==> config.mk <==
export PLATFORM = sky130hd
export DESIGN_NAME = multicycle_control_fsm
export DESIGN_NICKNAME = d
export VERILOG_FILES = /design/src/rtl/multicycle_control_fsm.sv
export SDC_FILE = /design/constraint.sdc
export NUM_CORES = 1
export LEC_CHECK = 0
export ABC_AREA = 1
export CAP_MARGIN = 10
export CORE_ASPECT_RATIO = 0.8
export CORE_MARGIN = 1
export CORE_UTILIZATION = 50
export DETAILED_ROUTE_END_ITERATION = 6
export GPL_ROUTABILITY_DRIVEN = 1
export GPL_TIMING_DRIVEN = 0
export PLACE_DENSITY = 0.91
export SLEW_MARGIN = 15
export SYNTH_ARGS = -nofsm -noshare
export SYNTH_HDL_FRONTEND = slang
export SYNTH_SLANG_ARGS = --single-unit
==> constraint.sdc <==
create_clock -name clk -period 2.3 [get_ports clk]
set_input_delay 0.23 -clock clk [delete_from_list [all_inputs] [get_ports clk]]
set_output_delay 0.23 -clock clk [all_outputs]
set_load 0.05 [all_outputs]
==> src/rtl/multicycle_control_fsm.sv <==
// Main control FSM for the multicycle MIPS-style datapath.
// Moore control outputs, start/halt handshake, retired-instruction count.
module multicycle_control_fsm #(
  parameter int          CNT_W   = 16,
  parameter logic [5:0]  HALT_OP = 6'b111111
) (
  input  logic             clk,
  input  logic             rst,
  input  logic             start,
  input  logic [5:0]       opcode,
  output logic             IorD,
  output logic             MemWrite,
  output logic             IRWrite,
  output logic             RegDst,
  output logic             MemtoReg,
  output logic             RegWrite,
  output logic             ALUSrcA,
  output logic [1:0]       ALUSrcB,
  output logic [1:0]       ALUOp,
  output logic [1:0]       PCSrc,
  output logic             PCWrite,
  output logic             PCWriteCond,
  output logic             busy,
  output logic             halted,
  output logic             illegal,
  output logic [3:0]       state,
  output logic [CNT_W-1:0] instr_count
);

  typedef enum logic [3:0] {
    IDLE   = 4'd0,
    FETCH  = 4'd1,
    DECODE = 4'd2,
    MEMADR = 4'd3,
    MEMRD  = 4'd4,
    MEMWB  = 4'd5,
    MEMWR  = 4'd6,
    EXEC   = 4'd7,
    ALUWB  = 4'd8,
    BRANCH = 4'd9,
    ADDIEX = 4'd10,
    ADDIWB = 4'd11,
    JUMP   = 4'd12,
    HALT   = 4'd13
  } state_t;

  localparam logic [5:0] OP_R    = 6'b000000;
  localparam logic [5:0] OP_LW   = 6'b100011;
  localparam logic [5:0] OP_SW   = 6'b101011;
  localparam logic [5:0] OP_BEQ  = 6'b000100;
  localparam logic [5:0] OP_ADDI = 6'b001000;
  localparam logic [5:0] OP_J    = 6'b000010;

  state_t cur;
  state_t nxt;
  logic   bad_op;
  logic   retire;

  // State register; reset drops straight to IDLE so no enable survives
  always_ff @(posedge clk or negedge rst) begin
    if (!rst) cur <= IDLE;
    else      cur <= nxt;
  end

  // Next-state sequencing and opcode decode
  always_comb begin
    nxt    = cur;
    bad_op = 1'b0;
    unique case (cur)
      IDLE:   nxt = start ? FETCH : IDLE;
      FETCH:  nxt = DECODE;
      DECODE: begin
        case (opcode)
          OP_LW,
          OP_SW:   nxt = MEMADR;
          OP_R:    nxt = EXEC;
          OP_BEQ:  nxt = BRANCH;
          OP_ADDI: nxt = ADDIEX;
          OP_J:    nxt = JUMP;
          default: begin
            if (opcode == HALT_OP) begin
              nxt = HALT;
            end else begin
              nxt    = FETCH;
              bad_op = 1'b1;
            end
          end
        endcase
      end
      MEMADR: nxt = (opcode == OP_SW) ? MEMWR : MEMRD;
      MEMRD:  nxt = MEMWB;
      MEMWB:  nxt = FETCH;
      MEMWR:  nxt = FETCH;
      EXEC:   nxt = ALUWB;
      ALUWB:  nxt = FETCH;
      BRANCH: nxt = FETCH;
      ADDIEX: nxt = ADDIWB;
      ADDIWB: nxt = FETCH;
      JUMP:   nxt = FETCH;
      HALT:   nxt = HALT;
      default: nxt = IDLE;
    endcase
  end

  // Last state of every real instruction; each returns to FETCH
  assign retire = (cur == MEMWB)  || (cur == MEMWR)  ||
                  (cur == ALUWB)  || (cur == BRANCH) ||
                  (cur == ADDIWB) || (cur == JUMP);

  // Sticky illegal flag and retired-instruction counter
  always_ff @(posedge clk or negedge rst) begin
    if (!rst) begin
      illegal     <= 1'b0;
      instr_count <= '0;
    end else begin
      if (bad_op) illegal <= 1'b1;
      if (retire) instr_count <= instr_count + CNT_W'(1);
    end
  end

  // Moore control outputs decoded from the current state
  always_comb begin
    IorD        = 1'b0;
    MemWrite    = 1'b0;
    IRWrite     = 1'b0;
    RegDst      = 1'b0;
    MemtoReg    = 1'b0;
    RegWrite    = 1'b0;
    ALUSrcA     = 1'b0;
    ALUSrcB     = 2'b00;
    ALUOp       = 2'b00;
    PCSrc       = 2'b00;
    PCWrite     = 1'b0;
    PCWriteCond = 1'b0;
    unique case (cur)
      FETCH: begin
        IRWrite = 1'b1;
        ALUSrcB = 2'b01;
        PCWrite = 1'b1;
      end
      DECODE: ALUSrcB = 2'b11;
      MEMADR: begin
        ALUSrcA = 1'b1;
        ALUSrcB = 2'b10;
      end
      MEMRD: IorD = 1'b1;
      MEMWB: begin
        MemtoReg = 1'b1;
        RegWrite = 1'b1;
      end
      MEMWR: begin
        IorD     = 1'b1;
        MemWrite = 1'b1;
      end
      EXEC: begin
        ALUSrcA = 1'b1;
        ALUOp   = 2'b10;
      end
      ALUWB: begin
        RegDst   = 1'b1;
        RegWrite = 1'b1;
      end
      BRANCH: begin
        ALUSrcA     = 1'b1;
        ALUOp       = 2'b01;
        PCSrc       = 2'b01;
        PCWriteCond = 1'b1;
      end
      ADDIEX: begin
        ALUSrcA = 1'b1;
        ALUSrcB = 2'b10;
      end
      ADDIWB: RegWrite = 1'b1;
      JUMP: begin
        PCSrc   = 2'b10;
        PCWrite = 1'b1;
      end
      default: ;
    endcase
  end

  assign busy   = (cur != IDLE) && (cur != HALT);
  assign halted = (cur == HALT);
  assign state  = cur;

endmodule

### Yosys cells after proc, flatten, opt, wreduce, memory -nomap -nowiden

Cells that the tools add are included.

| word-level totals | value |
|---|---|
| register bits after elaboration | 21 |
| latch bits | 0 |
| bits in writable memories | 0 |
| memory bits (read-only) | 0 |
| bits of input ports | 9 |
| output and inout port bits | 38 |
| memories | 0 |

| operators by class | value |
|---|---|
| $add $sub $neg | 1 |
| $mul | 0 |
| divide/modulo/power cells | 0 |
| order comparisons | 0 |
| eq/ne operators | 20 |
| shifts and indexed selects | 0 |
| multiplexer cells | 20 |
| bitwise logic cells | 0 |
| reduce and logical (&&, ||, !) cells | 17 |

Operator list:

| cell | number |
|---|---|
| $pmux W4 S9 | 1 |
| $eq A4 B4 Y1 const B | 6 |
| $pmux W4 S5 | 1 |
| $eq A6 B6 Y1 const B | 3 |
| $add A16 B1 Y16 const B | 1 |
| $eq A4 B3 Y1 const B | 4 |
| $mux W1 | 13 |
| $reduce_or A6 Y1 | 2 |
| $eq A4 B2 Y1 const B | 2 |
| $pmux W2 S2 | 2 |
| $reduce_or A2 Y1 | 4 |
| $eq A6 B2 Y1 const B | 1 |
| $eq A6 B3 Y1 const B | 1 |
| $eq A6 B4 Y1 const B | 1 |
| $logic_not A6 Y1 | 1 |
| $pmux W2 S3 | 1 |
| $logic_or A1 B1 Y1 | 5 |
| $eq A4 B1 Y1 const B | 1 |
| $logic_not A4 Y1 | 1 |
| $mux W4 | 1 |
| $ne A4 B4 Y1 const B | 1 |
| $reduce_bool A4 Y1 | 1 |
| $reduce_or A4 Y1 | 1 |
| $reduce_or A3 Y1 | 1 |
| 2 further kinds | 2 |

### Depth between registers and ports, before layout

Gate-level depths: netlist of run 1.

| depth | value |
|---|---|
| depth in word-level cells | 6 |
| depth in mapped cells | 10 |
| gate-level depth less buffers | 9 |

### Worst setup path after synthesis of run 1

Ideal clock, no wire load.

| timing path | value |
|---|---|
| path kind | reg-to-output |
| start point | reg cur[0], in the netlist state[0] |
| end point | out ALUSrcB[0] |
| arrival time | 2.135 ns |
| required time | 2.070 ns |
| slack | -0.065 ns |
| stages on the path, launching flop included | 5 |
| path through | dfrtp_1 > nand2_1 > nor2_1 > inv_1 > nand2_1 |

| between the ends | value |
|---|---|
| longest elaborated chain between the ends | 3 |

Ends and longest elaborated chain:

| what | RTL line | RTL |
|---|---|---|
| start, declared | 54 | `state_t cur;` |
| start signal, assigned | 62 | `else cur <= nxt;` |
| $eq A4 B4 Y1 or $eq A4 B2 Y1 (tied branches) | 135 | `unique case (cur)` |
| $reduce_or A2 Y1 (no line) | - |  |
| $pmux W2 S3 * | 135 |  |
| end, declared | 18 | `output logic [1:0] ALUSrcB,` |

Mark *: on every way between the ends. The rest lies on a longest branch, timed or not.

### Final worst setup path of run 1

| timing path | value |
|---|---|
| start point | reg cur[1], in the netlist state[1] |
| end point | out MemtoReg |

| between the ends | value |
|---|---|
| longest elaborated chain between the ends | 2 |

Ends and longest elaborated chain:

| what | RTL line | RTL |
|---|---|---|
| $eq A4 B3 Y1 | 135 |  |
| $mux W1 | 135 |  |
| end, declared | 15 | `output logic MemtoReg,` |

No other way between the ends.

==> flow_summary.json, run 1 <==
{
  "grt-ovfl-total": 0,
  "critPathCaptureType": "primary output",
  "core-area_um2": 2810,
  "post-route-period-util": 0.939,
  "irDropWorstVdd_mv": 0.600,
  "start_util": 0.539,
  "grtUsageTotal": 0.257,
  "tritoncts": "built",
  "clock_path_buffers": 2,
  "yosysSeqAreaShare": 0.347,
  "dp_cells": 323,
  "power.leakage_nw": 1.12,
  "hpwl_um": 2930,
  "syn_inst": 239,
  "crit_path_max_incr_delay_ns": 0.83,
  "synth_edf_count": 0,
  "worstSetupPathType": "flop to primary output",
  "stdcell_count": 327,
  "crit_buf_inv": 2,
  "maxSlewViolCount": 0,
  "setup_viol": 0,
  "post_drt_wl_per_cell_um": 11.7,
  "grt_max_degree": 22,
  "cts_setup_buffers": 0,
  "clock_latency_ns": 0.26,
  "path_clk_slew_ns": 0.07,
  "min_period_ns": 2.16,
  "ant_nets": 0,
  "cts.htree.levels": 1,
  "cp_data_arrival_time_ns": 1.93,
  "synthTopCellsByArea": "dfrtp_1, nand2_1, nor2_1",
  "diodes": 0,
  "die_w_um": 63.5,
  "crit_cells": 4,
  "finalHoldViolations": 0,
  "post_cts_resized": 6,
  "cts_root_buf": "clkbuf_8",
  "syn-cell-area_um2": 1510,
  "path_cells": "inv_1 -> nand2_1 -> nor2_2 -> clkdlybuf4s50_1",
  "antenna_found_initial": 0,
  "drtPass1Iterations": 4,
  "drive_gt1_frac": 0.0761,
  "critPathSlowestCell": "clkdlybuf4s50_1",
  "hp-class": "input pin to async pin",
  "max_cap_viol_count": 0,
  "tightest_slew_ns": 0.934,
  "cts_buffers": 3,
  "synth_nets": 249,
  "fmax_mhz": 463,
  "wl_um": 3820,
  "fin_area_um2": 2070,
  "synthFlopType": "dfrtp_1",
  "area_growth_syn_to_layout_pct": 36.7,
  "dpl_cell_area_um2": 2030,
  "ios": 47,
  "drc": 0,
  "synth.top_cell.area_share": 0.347,
  "synth_most_common_cell": "nand2_1",
  "cp_max_fo": 4,
  "rr_worst_depth": 8,
  "holdBufCountCts": 0,
  "nNetsFinal": 300,
  "syn-mean-instance-area_um2": 6.33,
  "worstPathRequired_ns": 2.07,
  "gp_congestion": 0.881,
  "clock_skew_ns": 0.00255,
  "startpoint_type": "flop",
  "power_mw": 2.02,
  "portBuffers": 46,
  "max-slew-margin-rel": 0.375,
  "outcome": "completed",
  "netlist_top_cells_count": "nand2_1, nor2_1, inv_1",
  "rsz0062_at_grt": "no",
  "die_y_um": 51.2,
  "grt_pass1_wl_um": 6440,
  "cts.sink_count": 21,
  "synth_seq_cells": 21,
  "fin_setup_tns_ns": 0,
  "setup_ws_ns": 0.140,
  "first_iter_violations": 76,
  "power_density_nw_per_um2": 978,
  "crit_family": "buffers and inverters",
  "yosys_warnings": 0,
  "num_rows": 17,
  "finalCoreUtilization": 0.737,
  "fp.dieArea_um2": 3250,
  "viasPerCell": 5.02,
  "synthArstFlopShare": 1.00,
  "num_vias": 1640,
  "first_global_vias": 1463,
  "rrSetupSlack_ns": 0.65,
  "ys_types": 19,
  "hold_ws_ns": 0.483,
  "dp_worst_setup_slack_ns": 0.0814,
  "synth_area_leader_cell": "dfrtp_1"
}
## layout make-up
cell class,instances,area (um^2)
multi-input cells,181,820
plain buffers,5,53.8
clock buffers,4,45.0
well taps,38,47.5
repair buffers,46,458
fillers,245,738
flip-flops and latches,21,526
inverters,32,120
## final timing paths
kind | from | end
max in group asynchronous | rst | instr_count[5]
min in group clk | illegal | illegal
hold / removal | rst | instr_count[12]
setup / recovery | state[1] | MemtoReg
setup reg to reg | instr_count[0] | instr_count[14]
hold reg to reg | illegal | illegal
## where the power goes
| part | leakage (nW) | internal, mW | switching (mW) |
|---|---|---|---|
| Clock | 0.0228 | 0.124 | 0.121 |
| Sequential | 0.280 | 0.426 | 0.0813 |
| Combinational | 0.822 | 0.382 | 0.890 |
| Total | 1.12 | 0.932 | 1.09 |
## flip-flops by register name, indices dropped and copies added, names as in the netlist
signal / count
state: 4
illegal: 1
instr_count: 16
## cells in the final DEF (no fill, tap or decap), types with 2 or more instances in the layout
cell | Yosys | final
nand2_1 | 90 | 90
clkdlybuf4s50_1 | 0 | 35
nor2_1 | 36 | 34
inv_1 | 31 | 31
dfrtp_1 | 21 | 21
nand3_1 | 18 | 18
nor2_2 | 4 | 6
o21ai_0 | 6 | 6
nand2_2 | 5 | 5
nor3_1 | 5 | 5
xnor2_1 | 5 | 5
xor2_1 | 5 | 5
dlymetal6s2s_1 | 0 | 5
nand4_1 | 4 | 4
dlygate4sd2_1 | 0 | 4
buf_4 | 3 | 3
clkbuf_8 | 0 | 3
clkbuf_2 | 0 | 2
## per-layer routing
layer | track usage | share of wire | up-vias
met1 | 0.366 | 0.47 | 750
met4 | 0.0492 | 0.0050 | 0
met2 | 0.395 | 0.45 | 66
met5 | 0 | 0 | -
li1 | - | - | 821
met3 | 0.0647 | 0.069 | 3
## cell families (layout without fill, tap and decap cells)
kind of cell               count (synthesis)  in the layout  synth area share
buffers and inverters                     37             87             0.115
xor gates and xnor gates                  10             10            0.0578
and+or+nand+nor                          163            163             0.447
adders and majority gates                  1              1           0.00826
AOI/OAI and AO/OA                          7              7            0.0248
DFF                                       21             21             0.347
No activity file was read; power rests on OpenSTA's default activity.
==> run 2: changes to the inputs <==
SLEW_MARGIN = not set   (was 15)
==> results of run 2 <==
The final DEF is identical to that of run 1; final timing and power are the same.
